File: src/rtl/vga_timing_pkg.sv
// Default VGA 640x480@60 timing constants, derived window bounds and the
// 10-bit count type shared by the timing generator.
package vga_timing_pkg;

  typedef logic [9:0] count_t;

  localparam int CLK_DIV    = 4;
  localparam int H_SYNC     = 96;
  localparam int H_BP       = 48;
  localparam int H_VIS      = 640;
  localparam int H_FP       = 16;
  localparam int V_SYNC     = 2;
  localparam int V_BP       = 33;
  localparam int V_VIS      = 480;
  localparam int V_FP       = 10;
  localparam int SYNC_DELAY = 2;

  localparam int H_TOTAL     = H_SYNC + H_BP + H_VIS + H_FP;
  localparam int V_TOTAL     = V_SYNC + V_BP + V_VIS + V_FP;
  localparam int H_VIS_START = H_SYNC + H_BP;
  localparam int H_VIS_END   = H_VIS_START + H_VIS;
  localparam int V_VIS_START = V_SYNC + V_BP;
  localparam int V_VIS_END   = V_VIS_START + V_VIS;

  // Half-open window test: lo <= c < hi, all 10-bit unsigned.
  function automatic logic in_window(count_t c, count_t lo, count_t hi);
    return (c >= lo) && (c < hi);
  endfunction

endpackage

File: src/rtl/vga_timing_ctrl_clk_en_divider.sv
// Registered clock-enable generator: en is high for the one clk in which
// the internal divider sits at DIV-1; DIV = 1 gives a continuous enable.
module clk_en_divider #(
  parameter int DIV = 4
) (
  input  logic clk,
  input  logic reset,
  output logic en
);

  localparam int CW = (DIV > 1) ? $clog2(DIV) : 1;
  localparam logic [CW-1:0] LAST = CW'(DIV - 1);

  logic [CW-1:0] div_q, div_d;
  logic          en_q, en_d;

  always_comb begin
    div_d = (div_q == LAST) ? '0 : div_q + 1'b1;
    en_d  = (div_d == LAST);
  end

  always_ff @(posedge clk or posedge reset) begin
    if (reset) begin
      div_q <= '0;
      en_q  <= 1'b0;
    end else begin
      div_q <= div_d;
      en_q  <= en_d;
    end
  end

  assign en = en_q;

endmodule

File: src/rtl/vga_timing_ctrl.sv
// VGA timing generator: pixel/line counters, syncs, bright window and frame
// tick/count. Define VGA_SYNC_DELAY_EN to delay hSync/vSync by SYNC_DELAY clk.
module vga_timing_ctrl
  import vga_timing_pkg::*;
#(
  parameter int CLK_DIV = vga_timing_pkg::CLK_DIV,
  parameter int H_SYNC  = vga_timing_pkg::H_SYNC,
  parameter int H_BP    = vga_timing_pkg::H_BP,
  parameter int H_VIS   = vga_timing_pkg::H_VIS,
  parameter int H_FP    = vga_timing_pkg::H_FP,
  parameter int V_SYNC  = vga_timing_pkg::V_SYNC,
  parameter int V_BP    = vga_timing_pkg::V_BP,
  parameter int V_VIS   = vga_timing_pkg::V_VIS,
  parameter int V_FP    = vga_timing_pkg::V_FP
`ifdef VGA_SYNC_DELAY_EN
  ,
  parameter int SYNC_DELAY = vga_timing_pkg::SYNC_DELAY
`endif
) (
  input  logic       clk,
  input  logic       reset,
  output logic [9:0] hCount,
  output logic [9:0] vCount,
  output logic       bright,
  output logic       hSync,
  output logic       vSync,
  output logic       pix_en,
  output logic       frame_tick,
  output logic [7:0] frame_count
);

  localparam count_t H_WRAP     = count_t'(H_SYNC + H_BP + H_VIS + H_FP - 1);
  localparam count_t V_WRAP     = count_t'(V_SYNC + V_BP + V_VIS + V_FP - 1);
  localparam count_t H_SYNC_END = count_t'(H_SYNC);
  localparam count_t V_SYNC_END = count_t'(V_SYNC);
  localparam count_t H_ON       = count_t'(H_SYNC + H_BP);
  localparam count_t H_OFF      = count_t'(H_SYNC + H_BP + H_VIS);
  localparam count_t V_ON       = count_t'(V_SYNC + V_BP);
  localparam count_t V_OFF      = count_t'(V_SYNC + V_BP + V_VIS);

  logic       pix_en_w;
  count_t     h_q, h_d, v_q, v_d;
  logic [7:0] fc_q, fc_d;
  logic       tick_q, tick_d;
  logic       hs_q, hs_d, vs_q, vs_d;
  logic       bright_q, bright_d;

  clk_en_divider #(.DIV(CLK_DIV)) u_pix_div (
    .clk   (clk),
    .reset (reset),
    .en    (pix_en_w)
  );

  // Syncs and bright are derived from the next counts so they switch in the
  // same clk as the counters they describe.
  always_comb begin
    h_d    = h_q;
    v_d    = v_q;
    fc_d   = fc_q;
    tick_d = 1'b0;
    if (pix_en_w) begin
      if (h_q == H_WRAP) begin
        h_d = '0;
        if (v_q == V_WRAP) begin
          v_d    = '0;
          tick_d = 1'b1;
          fc_d   = fc_q + 8'd1;
        end else begin
          v_d = v_q + 10'd1;
        end
      end else begin
        h_d = h_q + 10'd1;
      end
    end
    hs_d     = (h_d >= H_SYNC_END);
    vs_d     = (v_d >= V_SYNC_END);
    bright_d = in_window(h_d, H_ON, H_OFF) && in_window(v_d, V_ON, V_OFF);
  end

  always_ff @(posedge clk or posedge reset) begin
    if (reset) begin
      h_q      <= '0;
      v_q      <= '0;
      fc_q     <= '0;
      tick_q   <= 1'b0;
      hs_q     <= 1'b0;
      vs_q     <= 1'b0;
      bright_q <= 1'b0;
    end else begin
      h_q      <= h_d;
      v_q      <= v_d;
      fc_q     <= fc_d;
      tick_q   <= tick_d;
      hs_q     <= hs_d;
      vs_q     <= vs_d;
      bright_q <= bright_d;
    end
  end

`ifdef VGA_SYNC_DELAY_EN
  // Delay line lines the syncs up with the ROM read + registered rgb path.
  logic [SYNC_DELAY-1:0] hs_dly_q, hs_dly_d, vs_dly_q, vs_dly_d;

  always_comb begin
    hs_dly_d    = hs_dly_q;
    vs_dly_d    = vs_dly_q;
    hs_dly_d[0] = hs_q;
    vs_dly_d[0] = vs_q;
    for (int i = 1; i < SYNC_DELAY; i++) begin
      hs_dly_d[i] = hs_dly_q[i-1];
      vs_dly_d[i] = vs_dly_q[i-1];
    end
  end

  always_ff @(posedge clk or posedge reset) begin
    if (reset) begin
      hs_dly_q <= '0;
      vs_dly_q <= '0;
    end else begin
      hs_dly_q <= hs_dly_d;
      vs_dly_q <= vs_dly_d;
    end
  end

  assign hSync = hs_dly_q[SYNC_DELAY-1];
  assign vSync = vs_dly_q[SYNC_DELAY-1];
`else
  assign hSync = hs_q;
  assign vSync = vs_q;
`endif

  assign hCount      = h_q;
  assign vCount      = v_q;
  assign bright      = bright_q;
  assign pix_en      = pix_en_w;
  assign frame_tick  = tick_q;
  assign frame_count = fc_q;

endmodule
File: config.mk
export PLATFORM = sky130hd
export DESIGN_NAME = vga_timing_ctrl
export DESIGN_NICKNAME = d
export VERILOG_FILES = /design/src/rtl/vga_timing_pkg.sv /design/src/rtl/vga_timing_ctrl_clk_en_divider.sv /design/src/rtl/vga_timing_ctrl.sv
export SDC_FILE = /design/constraint.sdc
export NUM_CORES = 1
export LEC_CHECK = 0
export CAP_MARGIN = 5
export CORE_MARGIN = 5
export CORE_UTILIZATION = 44
export CTS_BUF_LIST = sky130_fd_sc_hd__clkbuf_8
export CTS_CLUSTER_DIAMETER = 80
export DETAILED_ROUTE_END_ITERATION = 10
export PLACE_DENSITY = 0.81
export SYNTH_ARGS = -nofsm -noshare
export SYNTH_HDL_FRONTEND = slang
export SYNTH_SLANG_ARGS = --single-unit
File: constraint.sdc
create_clock -name clk -period 1.95 [get_ports clk]
set_input_delay 0.39 -clock clk [delete_from_list [all_inputs] [get_ports clk]]
set_output_delay 0.39 -clock clk [all_outputs]
set_load 0.01 [all_outputs]
==> results.sh <==
export IMPL_start_kind="flip-flop"
export IMPL_fin_area_mm2=0.00302
export IMPL_finalSetupTns_ns=-1.65
export IMPL_fin_crit_ns=2.27
export IMPL_placed_area_mm2=0.00269
export IMPL_rsz0062_at_grt="true"
export IMPL_setup_viol=8
export IMPL_cts_sinks=35
export IMPL_crit_type="flip-flop to flip-flop"
export IMPL_drv_cap=0
export IMPL_synthXorXnorAreaFrac_pct=6.50
export IMPL_maxSlewViolCount=0
export IMPL_synthArstFlopShare_pct=100
export IMPL_skew_ns=0.00657
export IMPL_synthAdderAreaFrac_pct=3.98
export IMPL_cts_buffers=5
export IMPL_tightest_slew_ns=0.448
export IMPL_htree_levels=2
export IMPL_first_pass_iters=4
export IMPL_min_path_type="flip-flop to flip-flop"
export IMPL_instances_no_fill=337
export IMPL_critPathMostFrequentCell="buf_4"
export IMPL_ys_ff_latch=35
export IMPL_relSlewSlack_pct=69.9
export IMPL_period_share_pct=117
export IMPL_drc=0
export IMPL_clk_insertion_delay_late_ns=0.27
export IMPL_crit_chain="ha_4, and4_4, nand3_1, buf_4, nor3_1, nor4_4, buf_4, buf_4, buf_4, nand4b_1"
export IMPL_power_density_mw_per_mm2=400
export IMPL_synth_edf_count=0
export IMPL_syn_avg_cell_area_um2=10.5
export IMPL_synth_top_area_share_pct=46.4
export IMPL_final_nets=296
export IMPL_ys_top_cells_by_count="35 x dfrtp_1, 16 x nand2_1, 14 x nor2_1, 10 x inv_1, 10 x o21ai_0"
export IMPL_irDropWorstVdd_mv=0.553
export IMPL_synth_simple_gate_area_share_pct=25.9
export IMPL_pre_cts_ws_ns=-0.236
export IMPL_grt_first_pass_wirelength_um=8670
export IMPL_grt_ovfl_total=0
export IMPL_clock_fmax_ghz=0.440
export IMPL_yosysSeqAreaShare_pct=46.4
export IMPL_row_count=23
export IMPL_antennaDiodeCount=0
export IMPL_synth_most_common_cell="dfrtp_1"
export IMPL_start_util_pct=46.2
export IMPL_synthesis_area_mm2=0.00189
export IMPL_leakagePower_nw=1.45
export IMPL_grt_usage_pct=20.2
export IMPL_status="finished with violations"
export IMPL_placed_cells=312
export IMPL_clk_pin_slew_worst_paths_ns=0.07
export IMPL_synth_area_leaders="dfrtp_1 46%, ha_1 4.0%, xnor2_1 3.7%, nand2_1 3.2%, nor2_1 2.8%"
export IMPL_slowest_stage="dfrtp_1"
export IMPL_cts_root_buf="clkbuf_8"
export IMPL_core_area_mm2=0.00409
export IMPL_grt_antenna_before_repair=0
export IMPL_drive_above_1_share_pct=40.4
export IMPL_die_h_um=75.5
export IMPL_vias=1839
export IMPL_synth_ff_type="dfrtp_1"
export IMPL_dpl_hpwl_um=3510
export IMPL_area_delta_synth_final_pct=60.1
export IMPL_synth_cell_type_count=53
export IMPL_totalWireLength_um=5430
export IMPL_violations="setup timing"
export IMPL_synth_compound_area_share_pct=11.9
export IMPL_ant_nets=0
export IMPL_final_util_pct=73.9
export IMPL_cp_arrival_ns=2.48
export IMPL_yosysTopAreaCell="dfrtp_1"
export IMPL_worstPathMaxFanout=3
export IMPL_yosys_warnings=0
export IMPL_io_pins=35
export IMPL_vias_per_cell=5.46
export IMPL_r2r_slack_ns=-0.32
export IMPL_synthesis_instances=179
export IMPL_crit_path_end_kind="flip-flop"
export IMPL_portBuffers=34
export IMPL_cts_tree="yes"
export IMPL_worst_ep_required_time_ns=2.16
export IMPL_layout_setup_ws_ns=-0.323
export IMPL_cts_buffer_depth=2
export IMPL_synth_top_family_by_area="simple AND/OR/NAND/NOR gates"
export IMPL_wl_per_cell_um=16.1
export IMPL_dieArea_mm2=0.00570
export IMPL_grt_max_degree=36
export IMPL_grt_pass1_vias=1831
export IMPL_hold_viol_final=0
export IMPL_die_w_um=75.5
export IMPL_fin_total_pwr_mw=1.21
export IMPL_synth_nets=187
export IMPL_hold_slack_ns=0.463
export IMPL_drt_first_iter_violations=131
export IMPL_nFillCells=271
export IMPL_max_stage_delay_ns=0.40
export IMPL_synthMuxAreaShare_pct=1.92
export IMPL_place_gp_congestion=0.902
[registers in the layout, summed over array words and instances, names as in the netlist]
name             count
u_pix_div.div_q      2
vSync                1
frame_count          8
hCount              10
u_pix_div.en         1
hSync                1
bright               1
frame_tick           1
vCount              10
[power by group]
part / switching, mW / total (mW) / leakage, nW / internal [mW]
Combinational: 0.0142 / 0.0174 / 0.932 / 0.00321
Sequential: 0 / 0.726 / 0.473 / 0.726
Clock: 0.233 / 0.466 / 0.0413 / 0.233
[cell usage in the layout (no fill, tap or decap), types with 2 or more instances in the layout]
master / n
a21oi_1: 2
a22o_1: 2
and3_1: 4
and3_4: 2
and3b_1: 2
and4_4: 2
buf_4: 66
buf_6: 7
clkbuf_8: 5
clkdlybuf4s50_1: 33
dfrtp_1: 34
ha_1: 3
ha_4: 2
inv_1: 9
mux2_4: 2
nand2_1: 15
nand3_1: 6
nand4_1: 6
nand4b_1: 2
nor2_1: 13
nor2b_1: 2
nor3_1: 5
o21ai_0: 8
xnor2_1: 6
xnor2_2: 2
xor2_1: 6
[cell type report]
cell class / count / area (um2) / area share, %
Clock buffer: 5 / 68.8 / 2.28
Clock inverter: 1 / 3.75 / 0.124
Timing Repair Buffer: 106 / 905 / 29.9
Multi-Input combinational cell: 130 / 1060 / 35.2
Sequential cell: 35 / 877 / 29.0
Inverter: 10 / 40.0 / 1.33
Tap cell: 50 / 62.6 / 2.07
[layer usage]
metal | GRT usage [%] | wire, um | vias to the layer above
met2 | 33.7 | 2670 | 74
met5 | 0 | 0 | -
met4 | 10.1 | 214 | 0
li1 | - | - | 859
met3 | 3.56 | 318 | 23
met1 | 25.0 | 2230 | 883
[kinds of logic (layout without fill, tap and decap cells)]
family / Yosys count / in the layout
fa+ha+maj: 6 / 6
mux: 3 / 3
compound gates: 28 / 28
xor+xnor: 14 / 14
simple gates: 79 / 79
buf+inv: 14 / 122
flops: 35 / 35
[worst paths after layout]
check,from,endpoint,cells past startpoint
setup / recovery,hCount[1]$_DFF_PP0_,vSync$_DFF_PP0_,10
hold / removal,frame_count[7]$_DFFE_PP0P_,frame_count[7]$_DFFE_PP0P_,1
setup reg to reg,hCount[1]$_DFF_PP0_,vSync$_DFF_PP0_,10
hold reg to reg,frame_count[7]$_DFFE_PP0P_,frame_count[7]$_DFFE_PP0P_,1
max in group asynchronous,reset,vCount[0]$_DFF_PP0_,3
min in group asynchronous,reset,frame_count[5]$_DFFE_PP0P_,3
[worst max-delay path, delay by kind of cell (launching register included)]
kind / cells / cell delay (ns)
AND/OR/NAND/NOR: 5 / 1.04
buffers and inverters: 4 / 0.60
flip-flops: 1 / 0.40
adder cells (fa/ha/maj): 1 / 0.16
[timing repair]
| action | in CTS | in global routing |
|---|---|---|
| gates resized for setup | 11 | 20 |
| setup buffers | 15 | 7 |
| hold buffers | 0 | 0 |
| pin swaps | 14 | 7 |
| setup endpoints to repair | 6 | 13 |
Note: power is estimated with default switching activity, not from simulation.
